===== config.mk =====
export PLATFORM = sky130hd
export DESIGN_NAME = pmem_arbiter
export DESIGN_NICKNAME = d
export VERILOG_FILES = /design/src/rtl/pmem_arbiter.sv
export SDC_FILE = /design/constraint.sdc
export NUM_CORES = 1
export LEC_CHECK = 0
export ABC_AREA = 1
export BUFFER_PORTS_ARGS = -buffer_cell sky130_fd_sc_hd__buf_4
export CAP_MARGIN = 10
export CORE_AREA = 3 3 557 559
export DETAILED_ROUTE_END_ITERATION = 8
export DIE_AREA = 0 0 560 562
export HOLD_SLACK_MARGIN = 0.03
export SLEW_MARGIN = 20
export SYNTH_ARGS = -nofsm -noshare
export SYNTH_HDL_FRONTEND = slang
export SYNTH_SLANG_ARGS = --single-unit

===== constraint.sdc =====
create_clock -name clk -period 2.82 [get_ports clk]
set_input_delay 0 -clock clk [delete_from_list [all_inputs] [get_ports clk]]
set_output_delay 0 -clock clk [all_outputs]
set_load 0.03 [all_outputs]

===== src/rtl/pmem_arbiter.sv =====
// Arbitrates the single burst physical-memory port between the icache (read-only)
// and the dcache (read/write), one cache-line transaction at a time, round-robin on contention.
module pmem_arbiter #(
    parameter int ADDR_WIDTH = 32,
    parameter int LINE_WIDTH = 256
) (
    input  logic                  clk,
    input  logic                  rst,

    input  logic                  i_pmem_read,
    input  logic [ADDR_WIDTH-1:0] i_pmem_address,
    output logic [LINE_WIDTH-1:0] i_pmem_rdata,
    output logic                  i_pmem_resp,

    input  logic                  d_pmem_read,
    input  logic                  d_pmem_write,
    input  logic [ADDR_WIDTH-1:0] d_pmem_address,
    input  logic [LINE_WIDTH-1:0] d_pmem_wdata,
    output logic [LINE_WIDTH-1:0] d_pmem_rdata,
    output logic                  d_pmem_resp,

    output logic                  pmem_read,
    output logic                  pmem_write,
    output logic [ADDR_WIDTH-1:0] pmem_address,
    output logic [LINE_WIDTH-1:0] pmem_wdata,
    input  logic [LINE_WIDTH-1:0] pmem_rdata,
    input  logic                  pmem_resp,

    output logic [31:0]           i_grant_count,
    output logic [31:0]           d_grant_count
);

    localparam logic [1:0] ST_IDLE    = 2'd0;
    localparam logic [1:0] ST_SERVE_I = 2'd1;
    localparam logic [1:0] ST_SERVE_D = 2'd2;

    localparam logic LAST_I = 1'b0;
    localparam logic LAST_D = 1'b1;

    logic [1:0]            state_q,         state_d;
    logic                  last_served_q,   last_served_d;
    logic [ADDR_WIDTH-1:0] addr_q,          addr_d;
    logic [LINE_WIDTH-1:0] wdata_q,         wdata_d;
    logic                  op_write_q,      op_write_d;
    logic [31:0]           i_grant_count_q, i_grant_count_d;
    logic [31:0]           d_grant_count_q, d_grant_count_d;

    logic i_req;
    logic d_req;
    logic busy;

    assign i_req = i_pmem_read;
    assign d_req = d_pmem_read | d_pmem_write;

    always_comb begin
        state_d         = state_q;
        last_served_d   = last_served_q;
        addr_d          = addr_q;
        wdata_d         = wdata_q;
        op_write_d      = op_write_q;
        i_grant_count_d = i_grant_count_q;
        d_grant_count_d = d_grant_count_q;

        case (state_q)
            ST_IDLE: begin
                // On contention the side not served last wins, so dcache goes first after reset.
                if (d_req && (!i_req || last_served_q == LAST_I)) begin
                    state_d    = ST_SERVE_D;
                    addr_d     = d_pmem_address;
                    wdata_d    = d_pmem_wdata;
                    op_write_d = d_pmem_write;
                end else if (i_req) begin
                    state_d    = ST_SERVE_I;
                    addr_d     = i_pmem_address;
                    wdata_d    = '0;
                    op_write_d = 1'b0;
                end
            end
            ST_SERVE_I: begin
                if (pmem_resp) begin
                    state_d         = ST_IDLE;
                    last_served_d   = LAST_I;
                    i_grant_count_d = i_grant_count_q + 32'd1;
                end
            end
            ST_SERVE_D: begin
                if (pmem_resp) begin
                    state_d         = ST_IDLE;
                    last_served_d   = LAST_D;
                    d_grant_count_d = d_grant_count_q + 32'd1;
                end
            end
            default: begin
                state_d = ST_IDLE;
            end
        endcase
    end

    always_ff @(posedge clk) begin
        if (rst) begin
            state_q         <= ST_IDLE;
            last_served_q   <= LAST_I;
            addr_q          <= '0;
            wdata_q         <= '0;
            op_write_q      <= 1'b0;
            i_grant_count_q <= '0;
            d_grant_count_q <= '0;
        end else begin
            state_q         <= state_d;
            last_served_q   <= last_served_d;
            addr_q          <= addr_d;
            wdata_q         <= wdata_d;
            op_write_q      <= op_write_d;
            i_grant_count_q <= i_grant_count_d;
            d_grant_count_q <= d_grant_count_d;
        end
    end

    // Strobes are gated by rst so nothing reaches the adaptor or caches while reset is held.
    assign busy = (state_q == ST_SERVE_I) || (state_q == ST_SERVE_D);

    assign pmem_read    = ~rst & busy & ~op_write_q;
    assign pmem_write   = ~rst & busy &  op_write_q;
    assign pmem_address = addr_q;
    assign pmem_wdata   = wdata_q;

    assign i_pmem_resp  = ~rst & pmem_resp & (state_q == ST_SERVE_I);
    assign d_pmem_resp  = ~rst & pmem_resp & (state_q == ST_SERVE_D);

    assign i_pmem_rdata = pmem_rdata;
    assign d_pmem_rdata = pmem_rdata;

    assign i_grant_count = i_grant_count_q;
    assign d_grant_count = d_grant_count_q;

endmodule


* After elaboration in Yosys (flattened, before gate mapping)
Cells that the tools add are included.
** Operators by class
- Add/subtract/negate cells :: 2
- Equality and inequality tests :: 6
- Mux-type cells :: 13
- Bitwise operators :: 10
- Reduce and logical (&&, ||, !) cells :: 13
** Operators by type and width (number)
- 2-to-1 mux 256 bit :: 2
- adder 32 x 1 -> 32 bit, second input constant :: 2
- 2-to-1 mux 32 bit :: 2
- AND reduction 2 bit :: 4
- AND 1 bit :: 6
- 2-to-1 mux 2 bit :: 3
- 2-to-1 mux 1 bit :: 4
- != test 2 bit, second input constant :: 2
- one-hot mux 2 bit (2 select lines) :: 1
- nonzero test 2 bit :: 2
- != test 3 bit, second input constant :: 1
- NOT 1 bit :: 3
- AND reduction 3 bit :: 1
- == test 2 x 1 -> 1 bit, second input constant :: 1
- == test 2 bit, second input constant :: 1
- logical NOT 2 bit :: 1
- logical OR 1 bit :: 2
- != test 2 x 1 -> 1 bit, second input constant :: 1
- one-hot mux 1 bit (2 select lines) :: 1
- OR reduction 2 bit :: 1
- logical AND 1 bit :: 1
- logical NOT 1 bit :: 1
- bitwise OR 1 bit :: 1
** Storage, ports and cells
- Bits in registers :: 356
- Input port bits :: 582
- Output and inout port bits :: 868
- Word-level logic and storage cells :: 51

* Logic depth before layout (Yosys ltp)
Gate-level depths: netlist of run 1.
- Depth in word-level cells :: 5
- Gate-level depth with buffers :: 10

* Least setup slack after synthesis of run 1
No wires, ideal clock.
- Path type :: reg2reg
- Start :: register i_grant_count_q[0], in the netlist i_grant_count[0]
- End :: register i_grant_count_q[14], in the netlist i_grant_count[14]
- Setup time :: 0.116 ns
- Arrival time :: 1.584 ns
- Data required time :: 2.704 ns
- Path slack :: 1.120 ns
- Cell stages (with the launch flop) :: 8
- Path buffers :: 0
- Period minus slack after synthesis :: 1.700 ns
- Cells stage by stage :: dfxtp_1 ha_1 nand3_1 nor2_1 nand3_1 or2_0 o21ai_0 nor2_1
** Between the ends
- Word-level cells in the longest chain between the ends :: 1
** Ends and longest elaborated chain
- start: declaration :: RTL line 45 : logic [31:0] i_grant_count_q, i_grant_count_d;
- start signal: assignment :: RTL line 114 : i_grant_count_q <= i_grant_count_d;
- adder 32 x 1 -> 32 bit :: RTL line 83 : i_grant_count_d = i_grant_count_q + 32'd1;
No other way between the ends.
A chain may end at the register's enable or synchronous reset.

* Worst setup path in the final report of run 1
- Start :: register state_q[0]
- End :: register state_q[0]
** Between the ends
- Word-level cells in the longest chain between the ends :: 4
** Ends and longest elaborated chain
- start: declaration :: RTL line 40 : logic [1:0] state_q, state_d;
- start signal: assignment :: RTL line 109 : state_q <= state_d;
- == test 2 x 1 -> 1 bit / == test 2 bit (equally long branches) :: RTL line 64 : case (state_q)
- OR reduction 2 bit (no line)
- != test 2 x 1 -> 1 bit (no line)
- AND reduction 2 bit (no line)
Several ways; a longest one is shown, not always the timed one.

==> report_table.html, run 1 <==
<table>
<tr><th>Metric</th><th>Value</th></tr>
<tr><th colspan="2">Placement</th></tr>
<tr><td>HPWL Detailed</td><td>186 mm</td></tr>
<tr><td>Dpl cells</td><td>6572</td></tr>
<tr><td>Routability Congestion</td><td>0.887</td></tr>
<tr><td>Total cell area at the placement stage</td><td>0.0238 mm²</td></tr>
<tr><td>I/O Buffers</td><td>681</td></tr>
<tr><th colspan="2">Logic synthesis</th></tr>
<tr><td>Avg Cell Area, Syn</td><td>7.37 µm²</td></tr>
<tr><td>Post-synth top area share</td><td>40.5%</td></tr>
<tr><td>Syn Inst Count</td><td>2385</td></tr>
<tr><td>Main synth FF type</td><td>sky130_fd_sc_hd__dfxtp_1</td></tr>
<tr><td>Warnings from Yosys</td><td>0</td></tr>
<tr><td>Share of synthesized area occupied by flip-flops and latches</td><td>40.5%</td></tr>
<tr><td>Cell accounting for the most synthesized area</td><td>sky130_fd_sc_hd__dfxtp_1</td></tr>
<tr><td>Count of unique library cells instantiated by Yosys</td><td>31</td></tr>
<tr><td>Number of synthesized register bits</td><td>356</td></tr>
<tr><td>Async set-or-reset flop fraction in the synthesized netlist</td><td>0%</td></tr>
<tr><td>Count of flip-flops with a built-in enable after synthesis</td><td>0</td></tr>
<tr><td>Most area-consuming cells after synthesis</td><td>sky130_fd_sc_hd__dfxtp_1, sky130_fd_sc_hd__buf_4, sky130_fd_sc_hd__nand2_1</td></tr>
<tr><td>Syn Std Cell Area</td><td>0.0176 mm²</td></tr>
<tr><td>Mapped Nets</td><td>2972</td></tr>
<tr><th colspan="2">Drt</th></tr>
<tr><td>Count of routing violations after the opening detailed-route iteration</td><td>2020</td></tr>
<tr><td>Uppermost layer routed</td><td>met5</td></tr>
<tr><td>Pre-antenna DRT Iters</td><td>9</td></tr>
<tr><td>Wire length per cell after detailed routing</td><td>28.6 µm</td></tr>
<tr><td>Detailed-routing wirelength on met1</td><td>69.8 mm</td></tr>
<tr><td>Count of antenna-violating nets left after detailed routing</td><td>0</td></tr>
<tr><td>Routed length on met3</td><td>45.5 mm</td></tr>
<tr><td>Met2 wirelength from detailed routing</td><td>87.5 mm</td></tr>
<tr><td>Count of unresolved DRC violations after routing</td><td>0</td></tr>
<tr><td>Drt total wl</td><td>215 mm</td></tr>
<tr><td>Via total after detailed routing</td><td>21429</td></tr>
<tr><td>Via density per instance</td><td>2.85</td></tr>
<tr><th colspan="2">Clocking</th></tr>
<tr><td>Later-pin clock latency in the skew report</td><td>0.67 ns</td></tr>
<tr><td>Maximum buffer depth of the clock tree</td><td>3</td></tr>
<tr><td>Number of setup buffers added after CTS</td><td>0</td></tr>
<tr><td>TritonCTS Buffers</td><td>47</td></tr>
<tr><td>Maximum level of the CTS H-tree</td><td>2</td></tr>
<tr><td>Buffer type at the clock tree root</td><td>sky130_fd_sc_hd__clkbuf_16</td></tr>
<tr><td>CTS tree</td><td>yes</td></tr>
<tr><td>Post-CTS clock slew at the launch and capture registers of the worst setup and hold paths</td><td>0.06 ns</td></tr>
<tr><td>TritonCTS sink count</td><td>356</td></tr>
<tr><th colspan="2">Setup path</th></tr>
<tr><td>Data arrival time of the critical path</td><td>3.28 ns</td></tr>
<tr><td>Crit start category</td><td>flop</td></tr>
<tr><td>Endpoint class of the critical path</td><td>flop</td></tr>
<tr><td>Type of the worst setup path</td><td>reg2reg</td></tr>
<tr><td>Required time of the critical path</td><td>3.39 ns</td></tr>
<tr><td>Max Fanout on Critical Path</td><td>34</td></tr>
<tr><th colspan="2">Layout</th></tr>
<tr><td>Layout overhead on the synthesized area</td><td>94.9%</td></tr>
<tr><td>Finished Cell Area</td><td>0.0343 mm²</td></tr>
<tr><td>Cell Count, Final, Fillers Out</td><td>7531</td></tr>
<tr><td>Number of nets in the final layout</td><td>3929</td></tr>
<tr><td>Finished Core Util</td><td>11.2%</td></tr>
<tr><td>Share of layout cells above drive strength 1</td><td>25.4%</td></tr>
<tr><th colspan="2">GRT</th></tr>
<tr><td>Number of global-route vias before repair</td><td>20583</td></tr>
<tr><td>Pin count of the biggest net entering global routing</td><td>161</td></tr>
<tr><td>Global-route usage over all layers</td><td>13.0%</td></tr>
<tr><td>Total overflow reported by the global router</td><td>0</td></tr>
<tr><td>First-pass GRT wire length</td><td>259 mm</td></tr>
<tr><td>Antenna violations before repair</td><td>199</td></tr>
<tr><th colspan="2">Floorplan</th></tr>
<tr><td>Die outline area</td><td>0.315 mm²</td></tr>
<tr><td>Core Box Area</td><td>0.306 mm²</td></tr>
<tr><td>Y dimension of the die</td><td>562 µm</td></tr>
<tr><td>Std-Cell Rows</td><td>203</td></tr>
<tr><td>Count of pins on the block boundary</td><td>1450</td></tr>
<tr><td>Starting density of the core</td><td>5.75%</td></tr>
<tr><td>Die Wd</td><td>560 µm</td></tr>
<tr><th colspan="2">Timing</th></tr>
<tr><td>Fmax</td><td>369 MHz</td></tr>
<tr><td>Worst clock skew</td><td>0.0424 ns</td></tr>
<tr><td>Count of final hold-check violations</td><td>0</td></tr>
<tr><td>Final slew viol count</td><td>0</td></tr>
<tr><td>RSZ-0062 raised after global routing</td><td>false</td></tr>
<tr><td>Setup TNS Final</td><td>0 ns</td></tr>
<tr><td>Max-slew headroom</td><td>19.5%</td></tr>
<tr><td>Actual transition at the worst max-transition pin</td><td>1.20 ns</td></tr>
<tr><td>Final worst-path cycle share</td><td>96.1%</td></tr>
<tr><td>Final count of negative-setup-slack endpoints</td><td>0</td></tr>
<tr><td>Shortest period the worst path allows</td><td>2.71 ns</td></tr>
<tr><th colspan="2">Pwr</th></tr>
<tr><td>Static leakage</td><td>13.7 nW</td></tr>
<tr><td>Max VDD drop</td><td>541 µV</td></tr>
<tr><td>Sum of internal, switching and leakage power</td><td>20.5 mW</td></tr>
<tr><td>Power per unit of standard cell area</td><td>597 mW/mm²</td></tr>
<tr><th colspan="2">Worst hold path</th></tr>
<tr><td>Classification of the worst-slack hold path</td><td>in2out</td></tr>
<tr><th colspan="2">Run status</th></tr>
<tr><td>Outcome</td><td>finished, final reports clean</td></tr>
<tr><th colspan="2">Run</th></tr>
<tr><td>Max cap viols</td><td>0</td></tr>
</table>
-- synthesized netlist by cell type (2+ instances only) --
| library cell | count |
|---|---|
| sky130_fd_sc_hd__nor2_1 | 130 |
| sky130_fd_sc_hd__buf_4 | 534 |
| sky130_fd_sc_hd__a21oi_1 | 347 |
| sky130_fd_sc_hd__ha_1 | 5 |
| sky130_fd_sc_hd__nand4_1 | 14 |
| sky130_fd_sc_hd__nand3_1 | 50 |
| sky130_fd_sc_hd__nor3b_1 | 3 |
| sky130_fd_sc_hd__xnor2_1 | 4 |
| sky130_fd_sc_hd__inv_1 | 78 |
| sky130_fd_sc_hd__o21ai_0 | 54 |
| sky130_fd_sc_hd__and3_1 | 2 |
| sky130_fd_sc_hd__inv_2 | 2 |
| sky130_fd_sc_hd__nor2_2 | 2 |
| sky130_fd_sc_hd__xor2_1 | 6 |
| sky130_fd_sc_hd__buf_2 | 31 |
| sky130_fd_sc_hd__clkbuf_1 | 52 |
| sky130_fd_sc_hd__nand2_2 | 3 |
| sky130_fd_sc_hd__nor3_1 | 15 |
| sky130_fd_sc_hd__dfxtp_1 | 356 |
| sky130_fd_sc_hd__nand2_1 | 684 |
| sky130_fd_sc_hd__o21a_1 | 3 |
-- layer usage --
layer	track usage, %	up-vias
met5	0	-
met2	18.9	1896
met1	12.2	9795
li1	-	9087
met3	12.7	587
met4	5.97	64
-- layout by cell type (no fill, tap or decap), drive strengths merged --
cell type / instances
a211oi: 1
a21oi: 347
a31o: 1
and2: 1
and3: 2
buf: 766
bufinv: 9
clkbuf: 64
clkinv: 9
clkinvlp: 1
dfxtp: 356
diode: 52
dlygate4sd3: 761
ha: 5
inv: 84
nand2: 687
nand3: 50
nand3b: 1
nand4: 14
nor2: 132
nor3: 15
nor3b: 3
o21a: 3
o21ai: 55
or2: 2
xnor2: 4
xor2: 6
-- repair_timing --
item | in CTS | in global routing
gates resized for setup | 0 | 3
hold buffers | 806 | 15
endpoints found under the hold margin | 809 | 28
setup endpoints to repair | 0 | 1
-- worst max-delay path, stage by stage (launching register included) --
cell and delay [ns]:
sky130_fd_sc_hd__dfxtp_1 0.33, sky130_fd_sc_hd__inv_1 0.09, sky130_fd_sc_hd__ha_1 0.31, sky130_fd_sc_hd__inv_1 0.13, sky130_fd_sc_hd__a21oi_4 0.15, sky130_fd_sc_hd__buf_8 0.25
sky130_fd_sc_hd__nand3_1 0.11, sky130_fd_sc_hd__dlygate4sd3_1 0.59, sky130_fd_sc_hd__a21oi_1 0.13, sky130_fd_sc_hd__dlygate4sd3_1 0.56
-- sequential cells by signal, indices dropped and copies added, names as in the netlist --
register / count
d_grant_count: 32
i_grant_count: 32
last_served_q: 1
op_write_q: 1
pmem_address: 32
pmem_wdata: 256
state_q: 2
-- cell type report --
cell class / instances / area [µm²]
inverter: 81 / 312
fill: 35108 / 271000
antenna: 52 / 130
clock inverter: 22 / 395
tap: 4100 / 5130
timing repair buffer: 1527 / 14000
sequential: 356 / 7130
multi-input combinational: 1329 / 5800
clock buffer: 64 / 1340
-- report_power, final --
part	leakage [nW]	internal, mW	switching (mW)	total (mW)
clock network	0.848	4.18	2.78	6.95
registers	2.93	5.54	0.355	5.90
logic	9.97	2.55	5.06	7.60
total	13.7	12.3	8.19	20.5
-- through the flow --
stage	setup WS [ns]	hold WS, ns
finish	0.111	0.0421
detailed placement	0.829	0.000519
CTS	0.0186	0.0304
floorplan	1.12	0.132
global placement	0.819	0.000519
global route	0.0160	0.0331
-- path summary, 6_finish.rpt --
check | cells past startpoint | slack (ns) | startpoint | endpoint
hold / removal | 0 | 0.04 | pmem_rdata[70] | d_pmem_rdata[70]
setup reg to reg | 9 | 0.11 | state_q[0] | state_q[0]
setup / recovery | 9 | 0.11 | state_q[0] | state_q[0]
hold reg to reg | 2 | 0.47 | pmem_wdata[225] | pmem_wdata[225]
-- logic make-up after synthesis --
kind of cell               Yosys count  synth area share, %
and+or+nand+nor                    907                 20.3
DFF                                356                 40.5
xor gates and xnor gates            10                0.498
buffers and inverters              700                 26.6
adders and majority gates            5                0.356
AOI/OAI and AO/OA                  407                 11.7
Power figures use the tool's default switching activity.
==> run 2, diff against run 1 <==
--- a/config.mk
+++ b/config.mk
@@ -12,6 +12,8 @@
 export DETAILED_ROUTE_END_ITERATION = 8
 export DIE_AREA = 0 0 560 562
 export HOLD_SLACK_MARGIN = 0.03
+export SETUP_SLACK_MARGIN = 0.5
+export SKIP_CTS_REPAIR_TIMING = 1
 export SLEW_MARGIN = 20
 export SYNTH_ARGS = -nofsm -noshare
 export SYNTH_HDL_FRONTEND = slang
==> constraint.sdc (replaced) <==
create_clock -name clk -period 2.82 [get_ports clk]
set_input_delay 0.423 -clock clk [delete_from_list [all_inputs] [get_ports clk]]
set_output_delay 0.423 -clock clk [all_outputs]
set_load 0.03 [all_outputs]
==> run 2 against run 1 <==
Design area decreased by 18%. Setup slack improved by 0.45 ns. Non-clock buffer count decreased by 566. The flow now finishes with violations (design-rule violations). Largest power group is now clock. Highest routed layer unchanged. Worst hold slack got worse by 0.0042 ns. Final cell count decreased by 7.9%. Combinational power decreased by 32%.
==> report_table.html, run 2 (same netlist as run 1, synthesis figures left out) <==
<table>
<tr><th>Metric</th><th>Value</th></tr>
<tr><th colspan="2">GRT</th></tr>
<tr><td>Antenna violations before repair</td><td>104 (-48%)</td></tr>
<tr><td>Global-route usage over all layers</td><td>12.4% (-0.61 points)</td></tr>
<tr><td>Pin count of the biggest net entering global routing</td><td>153 (-5.0%)</td></tr>
<tr><td>First-pass GRT wire length</td><td>240 mm (-7.4%)</td></tr>
<tr><td>Total overflow reported by the global router</td><td>0 (unchanged)</td></tr>
<tr><td>Number of global-route vias before repair</td><td>15736 (-24%)</td></tr>
<tr><th colspan="2">Setup path</th></tr>
<tr><td>Endpoint class of the critical path</td><td>output port</td></tr>
<tr><td>Data arrival time of the critical path</td><td>1.84 ns (-1.44 ns)</td></tr>
<tr><td>Reg-to-reg startpoint</td><td>state_q[0]</td></tr>
<tr><td>Crit start category</td><td>flop</td></tr>
<tr><td>Max Fanout on Critical Path</td><td>3 (-91%)</td></tr>
<tr><td>Type of the worst setup path</td><td>reg2out</td></tr>
<tr><td>Required time of the critical path</td><td>2.40 ns (-0.99 ns)</td></tr>
<tr><td>Origin of the worst setup path</td><td>state_q[1]</td></tr>
<tr><th colspan="2">Floorplan</th></tr>
<tr><td>Core Box Area</td><td>0.306 mm² (unchanged)</td></tr>
<tr><td>Die Wd</td><td>560 µm (unchanged)</td></tr>
<tr><td>Y dimension of the die</td><td>562 µm (unchanged)</td></tr>
<tr><td>Starting density of the core</td><td>5.75% (unchanged)</td></tr>
<tr><td>Count of pins on the block boundary</td><td>1450 (unchanged)</td></tr>
<tr><td>Std-Cell Rows</td><td>203 (unchanged)</td></tr>
<tr><td>Die outline area</td><td>0.315 mm² (unchanged)</td></tr>
<tr><th colspan="2">Drt</th></tr>
<tr><td>Pre-antenna DRT Iters</td><td>8 (-1)</td></tr>
<tr><td>Count of routing violations after the opening detailed-route iteration</td><td>1314 (-35%)</td></tr>
<tr><td>Count of antenna-violating nets left after detailed routing</td><td>0 (unchanged)</td></tr>
<tr><td>Drt total wl</td><td>207 mm (-3.9%)</td></tr>
<tr><td>Count of unresolved DRC violations after routing</td><td>1 (+1)</td></tr>
<tr><td>Via density per instance</td><td>2.61 (-8.4%)</td></tr>
<tr><td>Via total after detailed routing</td><td>18087 (-16%)</td></tr>
<tr><td>Wire length per cell after detailed routing</td><td>29.9 µm (+4.4%)</td></tr>
<tr><th colspan="2">Layout</th></tr>
<tr><td>Layout overhead on the synthesized area</td><td>60.1%</td></tr>
<tr><td>Number of nets in the final layout</td><td>3363 (-14%)</td></tr>
<tr><td>Filler instances</td><td>35632 (+1.5%)</td></tr>
<tr><td>Area used by sequential logic in the layout</td><td>0.00713 mm² (about the same)</td></tr>
<tr><td>Share of layout cells above drive strength 1</td><td>28.6% (+3.2 points)</td></tr>
<tr><td>Flip-flop count of the largest register, all copies and words added</td><td>256 (unchanged)</td></tr>
<tr><td>Most common cell after layout, fill and taps aside</td><td>sky130_fd_sc_hd__buf_4</td></tr>
<tr><td>Total area of multi-input combinational cells</td><td>0.00585 mm² (+0.82%)</td></tr>
<tr><td>Most frequent cells in the layout</td><td>sky130_fd_sc_hd__buf_4, sky130_fd_sc_hd__nand2_1, sky130_fd_sc_hd__dfxtp_1, sky130_fd_sc_hd__a21oi_1, sky130_fd_sc_hd__dlygate4sd3_1</td></tr>
<tr><td>Finished Core Util</td><td>9.21% (-2.0 points)</td></tr>
<tr><th colspan="2">Placement</th></tr>
<tr><td>HPWL Detailed</td><td>186 mm (about the same)</td></tr>
<tr><td>I/O Buffers</td><td>681 (unchanged)</td></tr>
<tr><td>Routability Congestion</td><td>0.901 (+1.7%)</td></tr>
<tr><th colspan="2">Timing</th></tr>
<tr><td>Setup TNS Final</td><td>0 ns (unchanged)</td></tr>
<tr><td>Shortest period the worst path allows</td><td>2.26 ns (-0.447 ns)</td></tr>
<tr><td>Final slew viol count</td><td>0 (unchanged)</td></tr>
<tr><td>Final count of negative-setup-slack endpoints</td><td>0 (unchanged)</td></tr>
<tr><td>Final worst-path cycle share</td><td>80.2% (-16 points)</td></tr>
<tr><td>Fmax</td><td>442 MHz (+20%)</td></tr>
<tr><td>Max-slew headroom</td><td>43.9% (+24 points)</td></tr>
<tr><td>RSZ-0062 raised after global routing</td><td>true</td></tr>
<tr><td>Worst clock skew</td><td>0.0224 ns (-0.0201 ns)</td></tr>
<tr><td>Count of final hold-check violations</td><td>0 (unchanged)</td></tr>
<tr><td>Actual transition at the worst max-transition pin</td><td>0.842 ns (-0.362 ns)</td></tr>
<tr><th colspan="2">Clocking</th></tr>
<tr><td>Buffer type at the clock tree root</td><td>sky130_fd_sc_hd__clkbuf_16</td></tr>
<tr><td>Maximum buffer depth of the clock tree</td><td>3 (unchanged)</td></tr>
<tr><td>Later-pin clock latency in the skew report</td><td>0.67 ns (about the same)</td></tr>
<tr><td>Maximum level of the CTS H-tree</td><td>2 (unchanged)</td></tr>
<tr><td>TritonCTS Buffers</td><td>47 (unchanged)</td></tr>
<tr><td>Post-CTS clock slew at the launch and capture registers of the worst setup and hold paths</td><td>0.06 ns (about the same)</td></tr>
<tr><td>TritonCTS sink count</td><td>356 (unchanged)</td></tr>
<tr><td>CTS tree</td><td>yes</td></tr>
<tr><th colspan="2">Pwr</th></tr>
<tr><td>Power per unit of standard cell area</td><td>636 mW/mm² (+6.5%)</td></tr>
<tr><td>Max VDD drop</td><td>459 µV (-15%)</td></tr>
<tr><td>Static leakage</td><td>10.6 nW (-23%)</td></tr>
<tr><th colspan="2">Run status</th></tr>
<tr><td>Outcome</td><td>complete, but fails checks</td></tr>
<tr><td>Violations in the final reports</td><td>design-rule violations</td></tr>
<tr><th colspan="2">Worst hold path</th></tr>
<tr><td>Classification of the worst-slack hold path</td><td>in2reg</td></tr>
<tr><td>Launch instance of the worst min-delay path</td><td>i_pmem_address[16]</td></tr>
<tr><th colspan="2">Run</th></tr>
<tr><td>Max cap viols</td><td>0 (unchanged)</td></tr>
</table>
[run 2: changes by cell type in the layout (fill, tap and decap cells not counted), moves of 15 or more]
cell / previous run / this run
sky130_fd_sc_hd__buf_12: 54 / 8
sky130_fd_sc_hd__diode_2: 52 / 27
sky130_fd_sc_hd__dlygate4sd3_1: 761 / 253
sky130_fd_sc_hd__buf_2: 15 / 0
[run 2: routing by layer]
| metal | global-route usage [%] | vias up | share of wire (%) |
|---|---|---|---|
| li1 | - | 7874 | - |
| met1 | 7.78 | 7949 | 22 |
| met2 | 17.6 | 1683 | 40 |
| met3 | 18.8 | 531 | 32 |
| met4 | 5.71 | 50 | 5.3 |
| met5 | 0.753 | - | 0.26 |
[run 2: final timing paths]
check,end,slack [ns],cells after the start
max reg2reg,d_grant_count[17],0.82,10
min,pmem_address[16],0.04,3
max,i_pmem_resp,0.56,5
min reg2reg,pmem_wdata[47],0.46,2
[run 2: area by class of cell]
cell class | instances | share of cell area (%)
timing repair buffer | 961 | 28.3
clock inverter | 19 | 1.31
inverter | 81 | 1.11
clock buffer | 64 | 4.73
sequential | 356 | 25.3
antenna | 27 | 0.240
multi-input combinational | 1329 | 20.8
tap | 4100 | 18.2
[run 2: worst max-delay path: stages (launching register included)]
cell and delay (ns):
sky130_fd_sc_hd__dfxtp_2 0.33, sky130_fd_sc_hd__inv_2 0.07, sky130_fd_sc_hd__ha_1 0.20, sky130_fd_sc_hd__nand2_4 0.10
sky130_fd_sc_hd__nor2_4 0.27, sky130_fd_sc_hd__buf_6 0.19
[run 2: power by group]
| part | leakage (nW) | internal [mW] | switching, mW | total, mW |
|---|---|---|---|---|
| Sequential | 2.93 | 5.54 | 0.329 | 5.87 |
| Clock | 0.820 | 4.06 | 2.78 | 6.84 |
| Combinational | 6.88 | 1.65 | 3.53 | 5.18 |
[run 2: through the flow]
| step | cell area (µm²) | total power, mW | instances | hold WS [ns] | setup slack, ns |
|---|---|---|---|---|---|
| 6_report | 28100 | 17.9 | 6937 | 0.0379 | 0.558 |
| 5_1_grt | 28100 | 18.7 | 6927 | 0.0255 | 0.438 |
| 4_1_cts | 25500 | 17.8 | 6656 | -0.111 | -0.0988 |
| 3_5_place_dp | 23800 | 10.8 | 6573 | 0.456 | 0.704 |
| 3_3_place_gp | 23800 | 10.8 | 6573 | 0.452 | 0.672 |
| 2_1_floorplan | 17600 | 9.53 | 2385 | 0.457 | 0.874 |
